<file path="src/rtl/segway_uart_pkg.sv">
// Shared types and timing constants for the Segway UART command path.
package segway_uart_pkg;

   typedef enum logic {
      IDLE    = 1'b0,
      WAIT_LO = 1'b1
   } asm_state_t;

   localparam int unsigned CLK_HZ          = 50_000_000;
   localparam int unsigned BAUD            = 19200;
   localparam int unsigned BAUD_DIV        = 2604;
   localparam int unsigned DEF_CMD_TIMEOUT = 104160;

endpackage : segway_uart_pkg

</file>
<file path="src/rtl/uart_cmd_assembler.sv">
// Pairs received UART bytes (high byte first) into 16-bit commands, with an
// inter-byte timeout that drops a dangling high byte to keep frames aligned.
module uart_cmd_assembler
   import segway_uart_pkg::*;
#(
   parameter int unsigned TIMEOUT_CYCLES = DEF_CMD_TIMEOUT
) (
   input  logic        clk,
   input  logic        rst_n,
   input  logic        rx_rdy,
   input  logic [7:0]  rx_data,
   output logic        clr_rx_rdy,
   output logic [15:0] cmd,
   output logic        cmd_rdy,
   input  logic        clr_cmd_rdy,
   output logic        timeout_err
);

   localparam int unsigned TW = (TIMEOUT_CYCLES > 1) ? $clog2(TIMEOUT_CYCLES) : 1;
   localparam logic [TW-1:0] TIMER_LAST = TW'(TIMEOUT_CYCLES - 1);

   asm_state_t    state_q, state_d;
   logic [7:0]    hi_byte_q, hi_byte_d;
   logic [TW-1:0] timer_q, timer_d;
   logic [15:0]   cmd_q, cmd_d;
   logic          cmd_rdy_q, cmd_rdy_d;
   logic          timeout_err_q, timeout_err_d;

   // Both states take a byte the moment it shows up; there is no backpressure.
   assign clr_rx_rdy  = rx_rdy;
   assign cmd         = cmd_q;
   assign cmd_rdy     = cmd_rdy_q;
   assign timeout_err = timeout_err_q;

   // NOTE: every always_comb output gets a default first so no latch is inferred.
   always_comb begin
      state_d       = state_q;
      hi_byte_d     = hi_byte_q;
      timer_d       = timer_q;
      cmd_d         = cmd_q;
      cmd_rdy_d     = cmd_rdy_q & ~clr_cmd_rdy;
      timeout_err_d = 1'b0;

      unique case (state_q)
         IDLE: begin
            timer_d = '0;
            if (rx_rdy) begin
               hi_byte_d = rx_data;
               cmd_rdy_d = 1'b0;
               state_d   = WAIT_LO;
            end
         end
         WAIT_LO: begin
            if (rx_rdy) begin
               // Completion overrides a same-cycle clr_cmd_rdy.
               cmd_d     = {hi_byte_q, rx_data};
               cmd_rdy_d = 1'b1;
               timer_d   = '0;
               state_d   = IDLE;
            end else if (timer_q == TIMER_LAST) begin
               timeout_err_d = 1'b1;
               timer_d       = '0;
               state_d       = IDLE;
            end else begin
               timer_d = timer_q + 1'b1;
            end
         end
         default: state_d = IDLE;
      endcase
   end

   // NOTE: sequential state uses non-blocking assignments only.
   always_ff @(posedge clk or negedge rst_n) begin
      if (!rst_n) begin
         state_q       <= IDLE;
         hi_byte_q     <= 8'h00;
         timer_q       <= '0;
         cmd_q         <= 16'h0000;
         cmd_rdy_q     <= 1'b0;
         timeout_err_q <= 1'b0;
      end else begin
         state_q       <= state_d;
         hi_byte_q     <= hi_byte_d;
         timer_q       <= timer_d;
         cmd_q         <= cmd_d;
         cmd_rdy_q     <= cmd_rdy_d;
         timeout_err_q <= timeout_err_d;
      end
   end

endmodule : uart_cmd_assembler

</file>
<file path="config.mk">
export PLATFORM = sky130hd
export DESIGN_NAME = uart_cmd_assembler
export DESIGN_NICKNAME = d
export VERILOG_FILES = /design/src/rtl/segway_uart_pkg.sv /design/src/rtl/uart_cmd_assembler.sv
export SDC_FILE = /design/constraint.sdc
export NUM_CORES = 1
export LEC_CHECK = 0
export ABC_AREA = 1
export BUFFER_PORTS_ARGS = -buffer_cell sky130_fd_sc_hd__buf_2
export CAP_MARGIN = 30
export CORE_MARGIN = 3
export CORE_UTILIZATION = 55
export CTS_CLUSTER_DIAMETER = 100
export DETAILED_ROUTE_END_ITERATION = 10
export GPL_TIMING_DRIVEN = 0
export PLACE_DENSITY = 0.83
export SETUP_SLACK_MARGIN = 0.02
export SYNTH_ARGS = -nofsm -noshare
export SYNTH_HDL_FRONTEND = slang
export SYNTH_SLANG_ARGS = --single-unit
</file>
<file path="constraint.sdc">
create_clock -name clk -period 1.8 [get_ports clk]
set_input_delay 0.27 -clock clk [delete_from_list [all_inputs] [get_ports clk]]
set_output_delay 0.27 -clock clk [all_outputs]
set_load 0.01 [all_outputs]
</file>
==> results.py <==
metrics = {
    "status": {
        "status": "completed",
    },
    "final_layout": {
        "flow.area_growth_from_synthesis_pct": 13.2,
        "layout-drive-gt1-share": 0.198,
        "final_net_count": 275,
        "layout.area.seq_sq_um": 1100,
        "fin_util": 0.652,
        "multi_input_area_sq_um": 723,
        "finish.instance_area_sq_um": 2210,
        "fill_cells": 291,
        "insertedDiodeCount": 0,
        "non_filler_cells_final": 308,
    },
    "global_route": {
        "grt_max_degree": 45,
        "initial_antenna_violation_count": 0,
        "first_global_vias": 1524,
        "grt_first_pass_wirelength_mm": 6.69,
        "globalRouteTotalUtil": 0.206,
        "grt-ovfl-total": 0,
    },
    "cts": {
        "cts.root.buffer_cell": "clkbuf_4",
        "clock_latency_at_the_later_pin_of_the_worst_skew_pair_ns": 0.36,
        "max-clock-path-buffers": 2,
        "htree_num_levels": 2,
        "clock_sinks": 44,
        "tritoncts.num_buffers": 5,
        "cts_hold_buf": 0,
        "post_cts_buffers": 0,
        "ctsResizeCount": 0,
        "clk_transition_reported_paths_ns": 0.12,
        "cts_tree": "built",
    },
    "critical_path": {
        "worstSetupEndpointType": "flop",
        "startpoint_type": "flop",
        "worst_path_dominant_cell_family": "simple AND/OR/NAND/NOR gates",
        "critPathArrivalTime_ns": 1.74,
        "critPathMaxStageDelay_ns": 0.42,
        "maximum_fanout_count_along_the_critical_path": 10,
        "ff2ff_setup_slack_ns": 0.36,
        "worst-setup-path-type": "reg2reg",
        "critical-path-top-cell-by-count": "nand2_1",
        "timing.critical_path.buf_inv": 2,
        "timing.critical_path.required_ns": 2.10,
        "timing.critical_path.cells": "ha_1, nand2_1, inv_1, nand2_1, nor2_1, nand2_1, nand2_2, buf_6, nor2_1",
        "critPathSlowestCell": "dfrtp_1",
    },
    "synth": {
        "synth_seq_cells": 44,
        "syn_area_per_cell_sq_um": 8.68,
        "mappedNetlistNets": 238,
        "synth_area_sq_um": 1950,
        "yosys.cell_types.count": 22,
        "seq_area_frac_synth": 0.564,
        "synth_warnings": 0,
        "synthCells": 225,
    },
    "pwr": {
        "post_route_total_power_mw": 2.11,
        "power.ir.vdd_worst_uv": 637,
        "power_density_nw_per_um2": 954,
        "power_leakage_nw": 1.08,
    },
    "sta": {
        "fin_worst_skew_ns": 0.00339,
        "worst_slew_pin_slew_ns": 0.924,
        "timing.max_slew.rel_slack": 0.384,
        "setup_ws_ns": 0.357,
        "period_needed_ns": 1.44,
        "grt_setup_unrepaired": "false",
        "setup_viol_count_final": 0,
        "finalHoldViolCount": 0,
        "maxSlewViolCount": 0,
        "max_freq_mhz": 693,
        "fin_tns_setup_ns": 0,
        "fin_hold_ws_ns": 0.0325,
        "fin_crit_sh": 0.802,
    },
    "placed_design": {
        "number_of_input_and_output_port_buffers_inserted": 30,
        "routability_congestion_estimate_from_global_placement": 0.884,
        "placedCellCount": 301,
        "hpwlAfterDp_mm": 2.77,
        "place_ws_ns": 0.366,
        "placedInstanceArea_sq_um": 2160,
    },
    "worst_hold_path": {
        "timing.hold.worst.class": "in2async",
    },
    "route": {
        "viasPerCell": 5.01,
        "detail_route.iter0.violations": 82,
        "post-route-drc-count": 0,
        "first_pass_iters": 4,
        "routed_wl_per_cell_um": 12.0,
        "routed-via-count": 1543,
        "finalWirelength_mm": 3.71,
        "antenna_left": 0,
    },
    "job": {
        "cap_violations": 0,
    },
    "floorplanning": {
        "placeableCoreArea_sq_um": 3390,
        "die-area_sq_um": 4300,
        "die-height_um": 65.6,
        "floorplan.rows": 21,
        "starting_density_of_the_core": 0.576,
        "boundaryPins": 31,
        "die_width_um": 65.6,
    },
}
placed cells by master (no fill, tap or decap):
master / count
buf_4: 1
mux2_2: 8
clkinv_2: 1
o21ai_1: 1
clkbuf_1: 2
o21ai_0: 17
xor2_1: 3
nand2_1: 52
o21a_1: 1
nor2_1: 42
buf_2: 31
ha_1: 1
a21oi_1: 3
o31ai_1: 1
nand3_1: 6
clkinvlp_4: 1
o21bai_1: 2
xnor2_1: 1
dfrtp_1: 44
clkbuf_4: 5
nand2_2: 4
nand4_1: 2
inv_1: 26
nor3_1: 6
buf_6: 1
cells in the mapped netlist:
cell / n / share of area
nand3_1: 6 / 0.015
nand2_2: 4 / 0.013
a21oi_1: 3 / 0.0077
nor2_1: 42 / 0.081
buf_4: 1 / 0.0038
mux2_2: 8 / 0.046
nand2_1: 52 / 0.10
dfrtp_1: 44 / 0.56
nor3_1: 6 / 0.015
ha_1: 1 / 0.0064
o21ai_1: 1 / 0.0026
xnor2_1: 1 / 0.0045
buf_6: 1 / 0.0058
inv_1: 26 / 0.050
xor2_1: 3 / 0.013
clkbuf_1: 2 / 0.0038
o21a_1: 1 / 0.0038
buf_2: 1 / 0.0026
o31ai_1: 1 / 0.0038
nand4_1: 2 / 0.0064
o21bai_1: 2 / 0.0077
o21ai_0: 17 / 0.044
metal layers:
layer | up-vias | track usage | wire length (um)
met3 | 9 | 0.0564 | 263
met4 | 0 | 0.0933 | 72
met1 | 707 | 0.244 | 1610
li1 | 776 | - | -
met2 | 51 | 0.346 | 1760
met5 | - | 0 | 0
power by group:
part | internal, mW | switching (mW) | total, mW | leakage (nW)
Combinational | 0.191 | 0.231 | 0.422 | 0.481
Clock | 0.143 | 0.320 | 0.462 | 0.0271
Sequential | 1.15 | 0.0794 | 1.23 | 0.572
registers in the layout (all words and copies together) (netlist names):
register,cells
state_q,1
cmd,16
hi_byte_q,8
cmd_rdy,1
timer_q,17
timeout_err,1
area by class of cell:
class	instances	area share
Clock buffer	5	0.0170
Multi-Input combinational cell	150	0.327
Timing Repair Buffer	30	0.0679
Sequential cell	44	0.498
Clock inverter	2	0.00566
Inverter	26	0.0441
Tap cell	46	0.0260
Buffer	5	0.0141
worst reg2reg max path, cell delays in order, from the launching register on:
cell     delay (ns)
dfrtp_1        0.42
ha_1           0.21
nand2_1        0.10
inv_1          0.07
nand2_1        0.08
nor2_1         0.05
nand2_1        0.09
nand2_2        0.10
buf_6          0.16
nor2_1         0.11
worst paths after layout:
path	startpoint	endpoint	cells after the start
worst max-delay path	timer_q[0]	timer_q[11]	9
worst min-delay path	rst_n	timer_q[4]	1
worst max register to register	timer_q[0]	timer_q[11]	9
worst min register to register	timer_q[0]	timer_q[0]	1
max in group asynchronous	rst_n	cmd[12]	1
min in group clk	clr_cmd_rdy	cmd_rdy	2
kinds of logic (layout without fill, tap and decap cells):
kind of cell	Yosys count	in the layout	share of synthesized area
AOI/OAI and AO/OA	25	25	0.0692
xor gates and xnor gates	4	4	0.0179
adders and majority gates	1	1	0.00641
buffers and inverters	31	68	0.0660
DFF	44	44	0.564
muxes	8	8	0.0461
and+or+nand+nor	112	112	0.231
No activity file was read; power rests on OpenSTA's default activity.
